`src/rtl/vc_qspi_mem_if.sv`:
```
// vc_qspi_mem_if: CPU burst port plus QSPI pins of the vc16 memory controller.
// Ports (slave = controller side):
//   req_valid/req_ready/req_write/req_addr[23:0]/req_len[3:0]  burst request handshake
//   wdata[15:0]/wdata_valid/wdata_ready                         write word stream
//   rdata[15:0]/rdata_valid, done, err                          read words and completion strobes
//   sclk, cs_n[1:0], io_out[3:0], io_oe[3:0], io_in[3:0]        QSPI pins on the uio bus
// master = CPU and pad side (drives requests, write words and io_in).
interface vc_qspi_mem_if;
    logic        req_valid;
    logic        req_ready;
    logic        req_write;
    logic [23:0] req_addr;
    logic [3:0]  req_len;
    logic [15:0] wdata;
    logic        wdata_valid;
    logic        wdata_ready;
    logic [15:0] rdata;
    logic        rdata_valid;
    logic        done;
    logic        err;
    logic        sclk;
    logic [1:0]  cs_n;
    logic [3:0]  io_out;
    logic [3:0]  io_oe;
    logic [3:0]  io_in;
    modport master (
        output req_valid, req_write, req_addr, req_len, wdata, wdata_valid, io_in,
        input  req_ready, wdata_ready, rdata, rdata_valid, done, err, sclk, cs_n, io_out, io_oe
    );
    modport slave (
        input  req_valid, req_write, req_addr, req_len, wdata, wdata_valid, io_in,
        output req_ready, wdata_ready, rdata, rdata_valid, done, err, sclk, cs_n, io_out, io_oe
    );
endinterface

```
`src/rtl/vc_qspi_mem.sv`:
```
// vc_qspi_mem: quad-SPI flash/PSRAM burst controller for the vc16 core, serial clock = clk/2.
// Ports: clk, rst_n (synchronous, active low), bus (vc_qspi_mem_if.slave: request, write
// stream, read stream, done/err strobes and QSPI pins). Addresses with bit 23 clear select
// the flash on cs_n[0], set select the PSRAM on cs_n[1].
// Build option: define VC_QSPI_WRITE_EN to compile in PSRAM quad writes; without it every
// write request is rejected with err and wdata_ready stays low.
module vc_qspi_mem #(
    parameter int DUMMY  = 6,
    parameter int CS_GAP = 2
) (
    input logic         clk,
    input logic         rst_n,
    vc_qspi_mem_if.slave bus
);
    localparam logic [7:0] READ_CMD   = 8'hEB;
    localparam logic [4:0] DUMMY_LAST = 5'(DUMMY - 1);
    localparam logic [3:0] GAP_LAST   = 4'(CS_GAP - 1);

    typedef enum logic [2:0] {S_IDLE, S_CMD, S_ADDR, S_DUMMY, S_RDATA, S_WDATA, S_GAP} state_t;

    state_t      state;
    logic [31:0] sh;
    logic [4:0]  cnt;
    logic [3:0]  wcnt;
    logic [3:0]  gcnt;
    logic        wr;
    logic        bad;
    logic [7:0]  op;

`ifdef VC_QSPI_WRITE_EN
    localparam logic [7:0] WRITE_CMD = 8'h38;
    assign bad = bus.req_write && !bus.req_addr[23];
    assign op  = bus.req_write ? WRITE_CMD : READ_CMD;
`else
    assign bad = bus.req_write;
    assign op  = READ_CMD;
`endif

    // sclk doubles as the bit phase: low cycle presents data, high cycle lets the device
    // sample; every advance happens at the edge that ends a high cycle.
    always_ff @(posedge clk) begin
        if (!rst_n) begin
            state           <= S_IDLE;
            bus.req_ready   <= 1'b1;
            bus.cs_n        <= 2'b11;
            bus.sclk        <= 1'b0;
            bus.io_out      <= 4'b0;
            bus.io_oe       <= 4'b0;
            bus.wdata_ready <= 1'b0;
            bus.rdata       <= 16'b0;
            bus.rdata_valid <= 1'b0;
            bus.done        <= 1'b0;
            bus.err         <= 1'b0;
            sh              <= 32'b0;
            cnt             <= 5'b0;
            wcnt            <= 4'b0;
            gcnt            <= 4'b0;
            wr              <= 1'b0;
        end else begin
            bus.rdata_valid <= 1'b0;
            bus.done        <= 1'b0;
            bus.err         <= 1'b0;
`ifdef VC_QSPI_WRITE_EN
            // Waiting for a write word: serial clock parked low until the handshake.
            if (bus.wdata_ready) begin
                bus.sclk <= 1'b0;
                if (bus.wdata_valid) begin
                    bus.wdata_ready <= 1'b0;
                    state           <= S_WDATA;
                    sh              <= {bus.wdata, 16'b0};
                    bus.io_out      <= bus.wdata[15:12];
                    cnt             <= 5'd3;
                    if (state == S_WDATA) wcnt <= wcnt - 4'd1;
                end
            end else
`endif
            case (state)
                S_IDLE: if (bus.req_valid) begin
                    bus.req_ready <= 1'b0;
                    wr            <= bus.req_write;
                    wcnt          <= bus.req_len;
                    if (bad) begin
                        state    <= S_GAP;
                        bus.done <= 1'b1;
                        bus.err  <= 1'b1;
                        gcnt     <= GAP_LAST;
                    end else begin
                        state      <= S_CMD;
                        bus.cs_n   <= bus.req_addr[23] ? 2'b01 : 2'b10;
                        sh         <= {op, 1'b0, bus.req_addr[22:1], 1'b0};
                        bus.io_out <= {3'b0, op[7]};
                        bus.io_oe  <= 4'b0001;
                        cnt        <= 5'd7;
                    end
                end
                // Opcode bits leave sh[31] one at a time; after the last one the address
                // sits in sh[31:8] ready for nibble output.
                S_CMD: if (!bus.sclk) bus.sclk <= 1'b1;
                else begin
                    bus.sclk <= 1'b0;
                    sh       <= sh << 1;
                    cnt      <= cnt - 5'd1;
                    if (cnt == 5'd0) begin
                        state      <= S_ADDR;
                        bus.io_out <= sh[30:27];
                        bus.io_oe  <= 4'b1111;
                        cnt        <= 5'd5;
                    end else bus.io_out <= {3'b0, sh[30]};
                end
                S_ADDR, S_WDATA: if (!bus.sclk) begin
                    bus.sclk <= 1'b1;
`ifdef VC_QSPI_WRITE_EN
                    // Request the next word during the last high phase so it loads back to back.
                    if (wr && cnt == 5'd0 && (state == S_ADDR || wcnt != 4'd0)) bus.wdata_ready <= 1'b1;
`endif
                end else if (cnt != 5'd0) begin
                    bus.sclk   <= 1'b0;
                    bus.io_out <= sh[27:24];
                    sh         <= sh << 4;
                    cnt        <= cnt - 5'd1;
                end else if (state == S_ADDR) begin
                    bus.sclk   <= 1'b0;
                    state      <= S_DUMMY;
                    bus.io_oe  <= 4'b0;
                    bus.io_out <= 4'b0;
                    cnt        <= DUMMY_LAST;
                end else begin
                    bus.sclk   <= 1'b0;
                    state      <= S_GAP;
                    bus.cs_n   <= 2'b11;
                    bus.io_oe  <= 4'b0;
                    bus.io_out <= 4'b0;
                    bus.done   <= 1'b1;
                    gcnt       <= GAP_LAST;
                end
                S_DUMMY: if (!bus.sclk) bus.sclk <= 1'b1;
                else begin
                    bus.sclk <= 1'b0;
                    cnt      <= cnt - 5'd1;
                    if (cnt == 5'd0) begin
                        state <= S_RDATA;
                        cnt   <= 5'd3;
                    end
                end
                S_RDATA: if (!bus.sclk) bus.sclk <= 1'b1;
                else begin
                    bus.sclk <= 1'b0;
                    sh       <= {sh[27:0], bus.io_in};
                    cnt      <= cnt - 5'd1;
                    if (cnt == 5'd0) begin
                        bus.rdata       <= {sh[11:0], bus.io_in};
                        bus.rdata_valid <= 1'b1;
                        cnt             <= 5'd3;
                        wcnt            <= wcnt - 4'd1;
                        if (wcnt == 4'd0) begin
                            state    <= S_GAP;
                            bus.cs_n <= 2'b11;
                            bus.done <= 1'b1;
                            gcnt     <= GAP_LAST;
                        end
                    end
                end
                S_GAP: if (gcnt == 4'd0) begin
                    state         <= S_IDLE;
                    bus.req_ready <= 1'b1;
                end else gcnt <= gcnt - 4'd1;
                default: state <= S_IDLE;
            endcase
        end
    end
endmodule
```
`src/flat_wrapper.sv`:
```
// flat-port wrapper written by rule: the top's interface ports become plain ports
module vc_qspi_mem_flat 
#(
    parameter int DUMMY  = 6,
    parameter int CS_GAP = 2
)
  (clk, rst_n, bus_req_valid, bus_req_write, bus_req_addr, bus_req_len, bus_wdata, bus_wdata_valid, bus_io_in, bus_req_ready, bus_wdata_ready, bus_rdata, bus_rdata_valid, bus_done, bus_err, bus_sclk, bus_cs_n, bus_io_out, bus_io_oe);
  vc_qspi_mem_if bus_i ();
  input logic clk;
  input logic rst_n;
  input wire logic [$bits(bus_i.req_valid)-1:0] bus_req_valid;
  input wire logic [$bits(bus_i.req_write)-1:0] bus_req_write;
  input wire logic [$bits(bus_i.req_addr)-1:0] bus_req_addr;
  input wire logic [$bits(bus_i.req_len)-1:0] bus_req_len;
  input wire logic [$bits(bus_i.wdata)-1:0] bus_wdata;
  input wire logic [$bits(bus_i.wdata_valid)-1:0] bus_wdata_valid;
  input wire logic [$bits(bus_i.io_in)-1:0] bus_io_in;
  output wire logic [$bits(bus_i.req_ready)-1:0] bus_req_ready;
  output wire logic [$bits(bus_i.wdata_ready)-1:0] bus_wdata_ready;
  output wire logic [$bits(bus_i.rdata)-1:0] bus_rdata;
  output wire logic [$bits(bus_i.rdata_valid)-1:0] bus_rdata_valid;
  output wire logic [$bits(bus_i.done)-1:0] bus_done;
  output wire logic [$bits(bus_i.err)-1:0] bus_err;
  output wire logic [$bits(bus_i.sclk)-1:0] bus_sclk;
  output wire logic [$bits(bus_i.cs_n)-1:0] bus_cs_n;
  output wire logic [$bits(bus_i.io_out)-1:0] bus_io_out;
  output wire logic [$bits(bus_i.io_oe)-1:0] bus_io_oe;
  assign bus_i.req_valid = bus_req_valid;
  assign bus_i.req_write = bus_req_write;
  assign bus_i.req_addr = bus_req_addr;
  assign bus_i.req_len = bus_req_len;
  assign bus_i.wdata = bus_wdata;
  assign bus_i.wdata_valid = bus_wdata_valid;
  assign bus_i.io_in = bus_io_in;
  assign bus_req_ready = bus_i.req_ready;
  assign bus_wdata_ready = bus_i.wdata_ready;
  assign bus_rdata = bus_i.rdata;
  assign bus_rdata_valid = bus_i.rdata_valid;
  assign bus_done = bus_i.done;
  assign bus_err = bus_i.err;
  assign bus_sclk = bus_i.sclk;
  assign bus_cs_n = bus_i.cs_n;
  assign bus_io_out = bus_i.io_out;
  assign bus_io_oe = bus_i.io_oe;
  vc_qspi_mem #(.DUMMY(DUMMY), .CS_GAP(CS_GAP)) u_core (.clk(clk), .rst_n(rst_n), .bus(bus_i));
endmodule
```
`config.mk`:
```
export PLATFORM = sky130hd
export DESIGN_NAME = vc_qspi_mem_flat
export DESIGN_NICKNAME = d
export VERILOG_FILES = /design/src/rtl/vc_qspi_mem_if.sv /design/src/rtl/vc_qspi_mem.sv /design/src/flat_wrapper.sv
export SDC_FILE = /design/constraint.sdc
export NUM_CORES = 1
export LEC_CHECK = 0
export ABC_AREA = 0
export BUFFER_PORTS_ARGS = -buffer_cell sky130_fd_sc_hd__buf_4
export CORE_UTILIZATION = 55
export DETAILED_ROUTE_END_ITERATION = 10
export PLACE_DENSITY = 0.86
export SLEW_MARGIN = 5
export SYNTH_ARGS = -nofsm -noshare
export SYNTH_HDL_FRONTEND = slang
export SYNTH_SLANG_ARGS = --single-unit
```
`constraint.sdc`:
```
create_clock -name clk -period 2.8 [get_ports clk]
set_clock_uncertainty 0.05 [all_clocks]
set_input_delay 0.42 -clock clk [delete_from_list [all_inputs] [get_ports clk]]
set_output_delay 0.42 -clock clk [all_outputs]
set_load 0.02 [all_outputs]
```
==> run summary, run 1 <==
The run finished with clean final reports. The largest net degree at the start of global routing is 84. The required time of the critical path is 3.00 ns. The highest clock frequency the design can meet came out at 435 MHz.

The depth of the most critical reg-to-reg path is 8. The latest clock arrival within the worst-skew pair came out at 0.36 ns. The share of total power dissipated in combinational logic is 0.478. The share of power burned in the clock network is 0.176. The largest driver fanout on the critical path came out at 10.

After detailed routing, the number of remaining DRC violations is 0. The critical path buffer and inverter count is 2. In the layout the commonest cells are buf_4, nand2_1, dfxtp_1. The number of global-route vias before repair is 3,250. Clock tree synthesis inserted a total of 9 buffers. After technology mapping, the gate count stands at 472. The area of the placeable core came out at 0.00721 sq mm. The share of total power dissipated in sequential elements is 0.346. The number of buffers inserted for hold repair after clock tree synthesis came out at 0. The total number of yosys warnings came out at 0.

Broken down by cell family, the worst path's largest delay share belongs to compound AO/OA/AOI/OAI gates. Across every metal layer, demand over resource in global routing totals 0.242. The root buffer cell chosen for the clock tree is clkbuf_8. The die extent in x is 88.1 microns. The number of nets produced by synthesis is 529. The hold path depth is 3. The proportion of register bits with asynchronous set or reset after synthesis is 0.

The starting density of the core came out at 0.565. The master of the slowest instance on the critical path is a311o_1. The antenna violation net count after detailed routing came out at 0.

The residual overflow from global routing is 0. The clock-pin slew on the worst setup and hold paths is 0.08 ns. The total inserted antenna cells is 0. During I/O placement, the number of pins put on the boundary was 85.

The vias after detailed routing came out at 3,698. The count of final hold-check violations is 0. The final clock period utilization by the worst path came out at 0.821. The post-synthesis to final-layout area growth came out at 17.3%. For this design the static power due to leakage is 2.21 nW. The first global-routing pass estimated 14.9 mm of wire. The highest ir drop seen on vdd is 623 uV. The final layout net count came out at 577. The met2 routed wirelength is 4.38 mm. The pin slew with the least headroom to its limit is 0.748 ns.

The die covers 0.00776 sq mm. The count of state elements after synthesis is 76. Setup repair after global routing left no endpoint under its margin.

The category of the critical setup timing path is reg2reg. The detailed-router iteration count before antenna repair is 5. The routed length on met1 came out at 4.34 mm. In this design, the stage delay of the slowest critical-path cell is 0.39 ns. For the final routed database, the setup TNS stands at 0 ns.

The flip-flop cell with the highest count after synthesis is dfxtp_1. The startpoint identified for the worst register-to-register timing path is u_core.cnt[0]. The post-route minimum period is 2.30 ns. The startpoint identified for the worst hold timing path is bus_io_in[3].

The worst-case hold path end point is u_core.bus.rdata[3]. TritonCTS built the clock tree. The count of final max-slew check failures came out at 0. In this run the vertical extent of the chip is 88.1 microns. Overall power consumption after layout is estimated at 5.02 mW.

The fraction of final layout cells with drive strength greater than 1 is 0.210. The number of clock sinks is 76. Setup violations remaining at the end of the flow were counted as 0.

The congestion estimate from routability-driven global placement came to 0.882. The post-synthesis cell type count came out at 64. The met3 wire length came out at 378 microns.

The switching power share of the total came out at 0.433. The number of violations of the max-capacitance limit is 0. For this block, the initial DRC count from the detailed router was 298. Power spread over the standard cell area amounts to 1050 mW/mm^2. The post-synthesis instance area is 0.00408 sq mm. The initial antenna violation count is 0. Traced cell by cell, the critical path runs through inv_1 > ha_1 > nor4b_4 > buf_4 > a311o_1 > a22oi_4 > or3b_1 > o211a_1. In this run the number of H-tree levels came out at 3.

The number of buffers inserted to repair setup after CTS came out at 0. The placed wire-length estimate after detailed placement is 6.16 mm. The number of flops mapped to enable cells by yosys is 0.

The average vias per placed instance is 5.93. The post-place instance area came out at 0.00457 sq mm. The count of input and output buffers is 65. The floorplan has 31 rows. Of the synthesized area, sequential elements account for 0.373.

The total detailed-routing wirelength is 9.21 mm. The destination of the worst register-to-register timing path is u_core.cnt[1]. STA classifies the critical path endpoint as a flip-flop. The per-instance average area after synthesis came out at 8.63 sq um. The internal power is 2.84 mW. The data arrival time at the worst-slack endpoint is 2.50 ns.

The slack of the worst reg-to-reg path came out at 0.50 ns. The worst setup path is launched from a flip-flop. The tightest min-delay check is of the in2reg type. The total net switching power came out at 2.17 mW. No sink is reached through more buffers than the 2 on the longest clock path.

The worst slew margin relative to its limit is 0.501. The number of gates resized after CTS came out at 0. Signal routing reaches up to met4. After detailed routing, the average wire length per cell comes to 14.8 microns.

Summing all non-filler instances in the final layout gives an area of 0.00478 sq mm. The library cell used most frequently in the layout, excluding fill and tap cells, is buf_4.
-- logic make-up (layout without fill, tap and decap cells) --
group / Yosys count / after routing / share of synthesized area
mux: 10 / 10 / 0.0258
compound gates: 154 / 154 / 0.295
other cells: 1 / 1 / 0.000920
xor+xnor: 1 / 1 / 0.00215
flops: 76 / 76 / 0.373
simple gates: 172 / 172 / 0.220
fa+ha+maj: 4 / 4 / 0.0123
buf+inv: 54 / 107 / 0.0703
-- stage by stage --
stage                     hold WS [ns]  setup WS (ns)   util  cells
after detailed placement         0.397          0.510  0.634    608
after CTS                        0.253          0.509  0.663    624
after global routing             0.267          0.385  0.663    624
after floorplan                  0.401          0.834      -    472
final                            0.258          0.501  0.663    624
after global placement           0.391          0.568  0.634    608
-- metal layers --
metal,up-vias,global-route usage
met1,1760,0.317
met3,10,0.0424
met4,0,0.0909
met2,97,0.397
met5,-,0
li1,1831,-
-- how the worst max path moves through the flow --
stage / startpoint / endpoint / slack [ns] / cells past startpoint
after floorplan: u_core.cnt[0] / u_core.cnt[1] / 0.83 / 7
final: u_core.cnt[0] / u_core.cnt[1] / 0.50 / 8
after global placement: u_core.cnt[0] / u_core.cnt[1] / 0.57 / 8
after detailed placement: u_core.cnt[0] / u_core.cnt[1] / 0.51 / 8
after global routing: u_core.cnt[0] / u_core.cnt[1] / 0.39 / 8
after CTS: u_core.cnt[0] / u_core.cnt[1] / 0.51 / 8
-- cells in the mapped netlist (9+ instances only) --
master	number	area, sq um
o211a_1	36	360
dfxtp_1	76	1520
o21ai_0	10	50.1
nor2b_1	9	56.3
a22oi_1	28	210
clkbuf_1	18	67.6
buf_4	11	82.6
nand3_1	29	145
a21oi_1	17	85.1
a21boi_1	18	135
buf_2	10	50.1
inv_1	11	41.3
nor2_1	11	41.3
nand2_1	76	285
-- registers in the layout, summed over array words and instances, names as in the netlist --
signal,flops
u_core.bus.io_out,4
u_core.cnt,5
u_core.bus.rdata,16
u_core.bus.err,1
u_core.bus.io_oe,2
u_core.sh,31
u_core.bus.req_ready,1
u_core.bus.cs_n,2
u_core.bus.done,1
u_core.bus.sclk,1
u_core.state,3
u_core.wcnt,4
u_core.bus.rdata_valid,1
u_core.gcnt,4
-- power by group through the flow --
stage	Combinational (mW)	Sequential [mW]	Clock, mW
2_1_floorplan	1.88	1.67	0
4_1_cts	2.39	1.72	0.892
6_report	2.40	1.73	0.884
3_3_place_gp	2.31	1.72	0
3_5_place_dp	2.38	1.74	0
5_1_grt	2.64	1.77	0.942
-- area by class of cell --
cell class                      instances  area (sq um)
Timing Repair Buffer                   80           613
Tap cell                               99           124
Sequential cell                        76          1520
Clock buffer                           10           138
Clock inverter                          6          71.3
Inverter                               11          41.3
Fill cell                             618          2430
Multi-Input combinational cell        342          2270
-- worst register-to-register path: cells and delay by family, from the launching register on --
family / cells / cell delay [ns]
AOI/OAI and AO/OA: 3 / 0.79
adders and majority gates: 1 / 0.21
buffers and inverters: 2 / 0.24
DFF: 1 / 0.36
and+or+nand+nor: 2 / 0.55
No activity file was read; power rests on OpenSTA's default activity.
==> inputs of run 2 (changes only) <==
--- a/config.mk
+++ b/config.mk
@@ -7,9 +7,9 @@
 export LEC_CHECK = 0
 export ABC_AREA = 0
 export BUFFER_PORTS_ARGS = -buffer_cell sky130_fd_sc_hd__buf_4
-export CORE_UTILIZATION = 55
+export CORE_UTILIZATION = 50
 export DETAILED_ROUTE_END_ITERATION = 10
-export PLACE_DENSITY = 0.86
+export PLACE_DENSITY = 0.83
 export SLEW_MARGIN = 5
 export SYNTH_ARGS = -nofsm -noshare
 export SYNTH_HDL_FRONTEND = slang
==> constraint.sdc (replaced) <==
create_clock -name clk -period 2 [get_ports clk]
set_clock_uncertainty 0.05 [all_clocks]
set_input_delay 0.3 -clock clk [delete_from_list [all_inputs] [get_ports clk]]
set_output_delay 0.3 -clock clk [all_outputs]
set_load 0.02 [all_outputs]
==> run 2 against run 1 <==
The flow now finishes with violations (negative setup slack). Final cell count is 7.4% higher. Sequential power up 40%. Critical path depth is 2 higher. Global-route usage rose by 0.87 points. Sequential share of layout area down 3.9 points. Count of clock-buffer cells in the layout down 1. Worst hold slack got worse by 0.12 ns. Worst setup slack lost 0.60 ns. Via count increased by 15%. Fmax is 9.3% higher. Non-clock buffer count rose by 43. Clock power rose by 43%. Largest cell class unchanged.
==> run summary, run 2 (synthesis results as in run 1) <==
Result of the run: complete, but fails checks (was finished clean). The checks that failed: negative setup slack. The latest clock arrival within the worst-skew pair came to 0.38 ns (was 0.36 ns). The average vias per placed instance is 6.33 (was 5.93).

The non-filler instance count after layout came to 670 (was 624). The critical path buffer and inverter count came out at 4 (was 2). The category of the critical setup timing path is reg2reg (unchanged). The summed area of non-filler cells in the final layout was 0.00548 sq mm (was 0.00478 sq mm).

The initial antenna violation count is 0 (unchanged). In this design, the critical path's most frequently occurring cell is buf_4. The count of input and output buffers came to 65 (unchanged).

The area of the placeable core came out at 0.00781 sq mm (was 0.00721 sq mm). The depth of the most critical reg-to-reg path is 10 (was 8). The kind of cell with the highest combined delay on the critical path is compound AO/OA/AOI/OAI gates (unchanged). The total of endpoints with negative setup slack in the final report came out at 33 (was 0).

The average wire length per cell after detail routing is 18.3 microns (was 14.8 microns). The number of H-tree levels came to 3 (unchanged). The total net switching power came out at 3.79 mW (was 2.17 mW).

The relative contribution of sequential cells to total power came to 0.282 (was 0.346). The count of final hold-check violations came out at 0 (unchanged). The master of the slowest instance on the critical path is dfxtp_2 (was a311o_1). The worst min-delay path class was in2reg (unchanged). The TritonCTS clock tree is built (unchanged).

The type of element launching the critical path is a flip-flop (unchanged). The total global routing track utilization is 0.250 (was 0.242). The post-place instance area is 0.00482 sq mm (was 0.00457 sq mm). The vias after detailed routing was 4,239 (was 3,698). The pin slew with the least headroom to its limit is 0.822 ns (was 0.748 ns). The number of flip-flops under the largest register name was 31 (unchanged). The start point of the worst min-delay path is bus_io_in[3] (unchanged).

The height of the chip came to 92.3 microns (was 88.1 microns). The hold path depth is 3 (unchanged). The start of the worst register-to-register path is u_core.cnt[0] (unchanged). The clock-pin slew on the worst setup and hold paths came out at 0.08 ns (about the same). The total inserted antenna cells came out at 0 (unchanged).

The most common cell after layout, fill and taps aside is buf_4 (unchanged). The largest driver fanout on the critical path is 8 (was 10). The total detailed-routing wirelength is 12.3 mm (was 9.21 mm). The worst slew margin relative to its limit came out at 0.450 (was 0.501).

The number of top-level pins came to 85 (unchanged). The path length in cells of the critical path is 10 (was 8). The first-pass GRT wire length was 17.1 mm (was 14.9 mm). The share of power burned in the clock network came to 0.146 (was 0.176). The maximum clock path buffer count is 2 (unchanged). The fraction of final layout cells with drive strength greater than 1 came out at 0.342 (was 0.210).

Leading cell types in the layout, fill and taps excluded: buf_4, nand2_1, dfxtp_1 (unchanged). The number of violations of the max-capacitance limit came out at 0 (unchanged). The required time of the critical path is 2.22 ns (was 3.00 ns).

The number of clock sinks is 76 (unchanged). The die outline area came out at 0.00852 sq mm (was 0.00776 sq mm). The highest ir drop seen on vdd came out at 856 uV (was 623 uV). The post-placement setup slack came to -0.276 ns (was 0.510 ns).

The startpoint of the most critical setup path is u_core.cnt[0] (unchanged). The residual overflow from global routing is 0 (unchanged). The die extent in x is 92.3 microns (was 88.1 microns). The setup TNS after final layout is -1.90 ns (was 0 ns). List of cells traversed by the critical path: inv_2 > ha_4 > nor4b_4 > buf_4 > buf_4 > o32ai_2 > a21o_4 > clkbuf_16 > nand3_2 > o211a_1 (was inv_1 > ha_1 > nor4b_4 > buf_4 > a311o_1 > a22oi_4 > or3b_1 > o211a_1).

The register ranked first by flip-flop count was u_core.sh (unchanged). The switching power share of the total was 0.439 (was 0.433). The portion of total power attributed to combinational logic is 0.572 (was 0.478).

The highest cell delay on the worst timing path is 0.35 ns (was 0.39 ns). The endpoint class of the critical path is a flip-flop (unchanged). The final clock period utilization by the worst path is 1.05 (was 0.821). The largest net degree at the start of global routing is 44 (was 84).

The internal power was 4.85 mW (was 2.84 mW). The antenna violation net count after detailed routing came out at 0 (unchanged). The post-layout worst setup margin is -0.104 ns (was 0.501 ns).

The post-synthesis to final-layout area growth came out at 34.4% (was 17.3%). The remaining routing DRC violations is 0 (unchanged). Registers with the highest flip-flop counts: u_core.sh (31), u_core.bus.rdata (16), u_core.cnt (5) (unchanged). The routability congestion estimate from global placement is 0.899 (was 0.882). The count of final max-slew check failures is 0 (unchanged). The power density over the cells is 1580 mW/mm^2 (was 1050 mW/mm^2). The data arrival time at the worst-slack endpoint came to 2.32 ns (was 2.50 ns). The post-route minimum period is 2.10 ns (was 2.30 ns). The CTS buffer count is 9 (unchanged). The filler cell count in the final layout came to 552 (was 618).

The placed wire-length estimate after detailed placement came out at 6.80 mm (was 6.16 mm). The total placed cells including tap cells came out at 638 (was 608). The count of standard-cell rows is 32 (was 31). The worst hold margin came to 0.133 ns (was 0.258 ns).

The highest clock frequency the design can meet came out at 475 MHz (was 435 MHz). The number of violations reported at the end of detailed-routing iteration 0 came to 286 (was 298). RSZ-0062 raised after global routing: true (was false). The number of global-route vias before repair was 3,718 (was 3,250). The final layout net count is 620 (was 577).

The leakage power is 2.52 nW (was 2.21 nW). The starting density of the core came out at 0.522 (was 0.565). The clock tree root driver cell is clkbuf_8 (unchanged).

The detailed-router iteration count before antenna repair came out at 6 (was 5).
-- run 2: layout make-up --
class	instances	area [sq um]	area share
Clock buffer	9	124	0.0226
Clock inverter	7	82.6	0.0151
Inverter	11	41.3	0.00754
Multi-Input combinational cell	342	2480	0.453
Sequential cell	76	1530	0.279
Tap cell	102	128	0.0233
Timing Repair Buffer	123	1090	0.199
-- run 2: per-stage QoR --
step	power, mW	util
after floorplan	4.97	-
after global placement	6.08	0.617
after detailed placement	6.20	0.617
after CTS	7.71	0.656
after global routing	9.05	0.701
final	8.64	0.701
-- run 2: power by group through the flow --
stage          clock (mW)  sequential (mW)  combinational, mW
3_5_place_dp            0             2.39               3.81
5_1_grt              1.32             2.47               5.26
3_3_place_gp            0             2.37               3.71
4_1_cts              1.25             2.38               4.08
6_report             1.26             2.43               4.94
2_1_floorplan           0             2.34               2.63
-- run 2: worst reg2reg max path, cell delays in order, from the launching register on --
cell	delay (ns)
dfxtp_2	0.35
inv_2	0.04
ha_4	0.15
nor4b_4	0.13
buf_4	0.15
buf_4	0.14
o32ai_2	0.30
a21o_4	0.27
clkbuf_16	0.22
nand3_2	0.07
o211a_1	0.14
-- run 2: path summary, 6_finish.rpt --
| path | to | slack [ns] |
|---|---|---|
| worst max-delay path | u_core.sh[7] | -0.10 |
| worst min-delay path | u_core.bus.rdata[3] | 0.13 |
| worst max register to register | u_core.sh[7] | -0.10 |
| worst min register to register | u_core.bus.rdata[9] | 0.41 |
-- run 2: timing repair --
action | in CTS | in global routing
endpoints found under the hold margin | 0 | 0
hold buffers | 0 | 0
endpoints found under the setup margin | 33 | 60
pin swaps | 5 | 12
cloned | 1 | 6
resized for setup | 11 | 38
setup buffers | 4 | 5
-- run 2: routing by layer --
| metal | vias up | track usage | routed length [microns] | part of all wire |
|---|---|---|---|---|
| met5 | - | 0 | 0 | 0 |
| met4 | 0 | 0.108 | 517 | 0.042 |
| met3 | 57 | 0.0357 | 1030 | 0.084 |
| met2 | 247 | 0.427 | 5850 | 0.48 |
| met1 | 2020 | 0.314 | 4890 | 0.40 |
| li1 | 1915 | - | - | - |
==> inputs of run 3 (changes only) <==
--- a/config.mk
+++ b/config.mk
@@ -7,8 +7,10 @@
 export LEC_CHECK = 0
 export ABC_AREA = 0
 export BUFFER_PORTS_ARGS = -buffer_cell sky130_fd_sc_hd__buf_4
+export CORE_MARGIN = 2
 export CORE_UTILIZATION = 50
 export DETAILED_ROUTE_END_ITERATION = 10
+export GPL_TIMING_DRIVEN = 0
 export PLACE_DENSITY = 0.83
 export SLEW_MARGIN = 5
 export SYNTH_ARGS = -nofsm -noshare
==> run 3 against run 2 <==
Via count is 3.6% lower. Core utilization is 3.8 points lower. Highest routed layer unchanged. Worst setup slack better by 0.083 ns. Critical path type unchanged. The flow still finishes with violations (negative setup slack). Final cell count is 0.60% lower.
==> run summary, run 3 (synthesis results as in run 1) <==
The average vias per placed instance came out at 6.14 (was 6.33). The fraction of final layout cells with drive strength greater than 1 came out at 0.280 (was 0.342). The destination of the worst register-to-register timing path is u_core.gcnt[2] (was u_core.sh[7]). The average wire length per cell after detail routing is 17.3 microns (was 18.3 microns). The die extent in x was 94.3 microns (was 92.3 microns). The pin slew with the least headroom to its limit came to 0.590 ns (was 0.822 ns). The final layout net count is 616 (was 620).

Registers with the highest flip-flop counts: u_core.sh (31), u_core.bus.rdata (16), u_core.cnt (5) (unchanged). The die outline area is 0.00889 sq mm (was 0.00852 sq mm). The final clock period utilization by the worst path came out at 1.01 (was 1.05). Result of the run: complete, but fails checks (unchanged). The total detailed-routing wirelength came out at 11.5 mm (was 12.3 mm).

The count of input and output buffers was 64 (was 65). The utilization after layout is 0.664 (was 0.701). The switching power share of the total came out at 0.438 (was 0.439). The detailed-router iteration count before antenna repair is 5 (was 6). The total of endpoints with negative setup slack in the final report is 1 (was 33). The number of H-tree levels was 3 (unchanged).

The clock-pin slew on the worst setup and hold paths is 0.09 ns (was 0.08 ns). The worst-case hold path end point is u_core.bus.cs_n[0] (was u_core.bus.rdata[3]). The vias after detailed routing is 4,088 (was 4,239). The count of final max-slew check failures is 0 (unchanged). The first-pass GRT wire length came to 18.1 mm (was 17.1 mm). The data arrival time at the worst-slack endpoint came out at 2.24 ns (was 2.32 ns).

The number of global-route vias before repair is 3,737 (was 3,718). The portion of total power attributed to combinational logic came out at 0.549 (was 0.572). RSZ-0062 raised after global routing: true (unchanged). The post-layout worst setup margin came to -0.0208 ns (was -0.104 ns). The most common cell after layout, fill and taps aside is buf_4 (unchanged).

The highest clock frequency the design can meet is 495 MHz (was 475 MHz). The latest clock arrival within the worst-skew pair was 0.36 ns (was 0.38 ns). The fraction of met1 tracks used by global routing came out at 0.345 (was 0.314).

The area of the placeable core is 0.00781 sq mm (unchanged). The internal power came out at 4.44 mW (was 4.85 mW). The CTS buffer count came out at 9 (unchanged). The endpoint class of the critical path is a flip-flop (unchanged). The total global routing track utilization is 0.256 (was 0.250). The filler cell count in the final layout came out at 647 (was 552). Leading cell types in the layout, fill and taps excluded: buf_4, nand2_1, dfxtp_1 (unchanged). The number of top-level pins is 85 (unchanged). The power density over the cells came out at 1530 mW/mm^2 (was 1580 mW/mm^2).

The share of power burned in the clock network came out at 0.148 (was 0.146). The slack of the worst reg-to-reg path came out at -0.02 ns (was -0.10 ns). The register cell area after layout came out at 0.00153 sq mm (unchanged). The total inserted antenna cells came to 0 (unchanged).

The relative contribution of sequential cells to total power is 0.302 (was 0.282). The worst slew margin relative to its limit came out at 0.607 (was 0.450). The required time of the critical path is 2.22 ns (about the same).

The total power after layout came out at 7.90 mW (was 8.64 mW). The number of buffers inserted for hold repair after clock tree synthesis was 0 (unchanged). The type of element launching the critical path was a flip-flop (unchanged). The total net switching power was 3.46 mW (was 3.79 mW). The remaining routing DRC violations came out at 0 (unchanged). The multi-input logic area came out at 0.00238 sq mm (was 0.00248 sq mm).

The largest driver fanout on the critical path came to 6 (was 8). The leakage power is 2.42 nW (was 2.52 nW). The post-synthesis to final-layout area growth came out at 27.1% (was 34.4%).

The start of the worst register-to-register path was u_core.cnt[1] (was u_core.cnt[0]). The register ranked first by flip-flop count is u_core.sh (unchanged). The number of violations of the max-capacitance limit came out at 0 (unchanged).

The highest ir drop seen on vdd is 765 uV (was 856 uV). The initial antenna violation count came to 0 (unchanged). The count of final hold-check violations came out at 0 (unchanged). The count of standard-cell rows is 32 (unchanged). The worst min-delay path class was in2reg (unchanged). The routability congestion estimate from global placement came out at 0.908 (was 0.899). The clock tree root driver cell is clkbuf_8 (unchanged). The number of clock sinks came to 76 (unchanged). The antenna violation net count after detailed routing came to 0 (unchanged). The post-placement setup slack came to -0.150 ns (was -0.276 ns). The routing usage on met3 is 0.0425 (was 0.0357).

The height of the chip is 94.3 microns (was 92.3 microns). The start point of the worst min-delay path is bus_req_addr[23] (was bus_io_in[3]). The residual overflow from global routing is 0 (unchanged). The number of violations reported at the end of detailed-routing iteration 0 was 354 (was 286). The depth of the most critical reg-to-reg path is 7 (was 10). The starting density of the core came out at 0.522 (unchanged). The fraction of met2 tracks used by global routing came out at 0.414 (was 0.427). The largest net degree at the start of global routing is 14 (was 44). The post-route minimum period came out at 2.02 ns (was 2.10 ns). The category of the critical setup timing path is reg2reg (unchanged). The setup TNS after final layout came out at -0.0208 ns (was -1.90 ns). Failing checks: negative setup slack (unchanged).

The number of flip-flops under the largest register name is 31 (unchanged). The hold path depth is 3 (unchanged). The placed wire-length estimate after detailed placement came out at 7.59 mm (was 6.80 mm). The global-route layer with the greatest usage is met2 (unchanged). The maximum clock path buffer count is 2 (unchanged). The TritonCTS clock tree is built (unchanged).
-- run 3: changes by cell type in the layout (fill, tap and decap cells not counted), sizes merged --
cell,change
buf,-23
bufinv,-1
clkbuf,+22
clkinvlp,-1
inv,-1
-- run 3: critical path: stages (launching register included) --
cell and delay [ns]:
dfxtp_2 0.33, inv_2 0.06, ha_4 0.13, nor4b_4 0.34, o211ai_1 0.27, a221oi_4 0.44, o21ai_1 0.12, a31o_1 0.19
-- run 3: layer usage --
layer | up-vias | wire length [microns]
li1 | 1913 | -
met1 | 1936 | 5030
met2 | 206 | 5420
met3 | 33 | 800
met4 | 0 | 260
met5 | - | 0
-- run 3: cell type report --
class | instances | area share
repair buffers | 77 | 0.116
flip-flops and latches | 76 | 0.295
plain buffers | 42 | 0.0594
well taps | 102 | 0.0246
multi-input cells | 342 | 0.460
clock buffers | 12 | 0.0319
inverters | 11 | 0.00797
clock inverters | 4 | 0.00580
-- run 3: power by group through the flow --
stage,clock [mW],combinational [mW],sequential (mW)
2_1_floorplan,0,2.63,2.34
3_3_place_gp,0,3.45,2.35
3_5_place_dp,0,3.54,2.36
4_1_cts,1.17,3.72,2.35
5_1_grt,1.25,4.69,2.44
6_report,1.17,4.34,2.39
-- run 3: worst max-delay path by stage --
stage / startpoint / end / slack, ns / depth (start not counted)
2_1_floorplan: u_core.cnt[0] / u_core.cnt[1] / 0.03 / 7
6_report: u_core.cnt[1] / u_core.gcnt[2] / -0.02 / 7
3_5_place_dp: u_core.cnt[0] / u_core.gcnt[2] / -0.15 / 7
3_3_place_gp: u_core.cnt[0] / u_core.gcnt[2] / -0.1 / 7
5_1_grt: u_core.cnt[0] / u_core.gcnt[2] / -0.14 / 7
4_1_cts: u_core.cnt[0] / u_core.gcnt[2] / -0.004 / 7
-- run 3: what timing repair did --
action / in CTS / in global routing
resized for setup: 16 / 46
cloned: 0 / 2
pin swaps: 7 / 6
setup buffers: 2 / 9
setup endpoints to repair: 41 / 63
-- run 3: stage by stage --
| stage | area, sq um | instances | hold WS [ns] |
|---|---|---|---|
| floorplan | 4080 | 472 | 0.385 |
| global placement | 4680 | 638 | 0.392 |
| detailed placement | 4680 | 638 | 0.398 |
| CTS | 4950 | 656 | 0.142 |
| global route | 5180 | 666 | 0.150 |
| finish | 5180 | 666 | 0.137 |
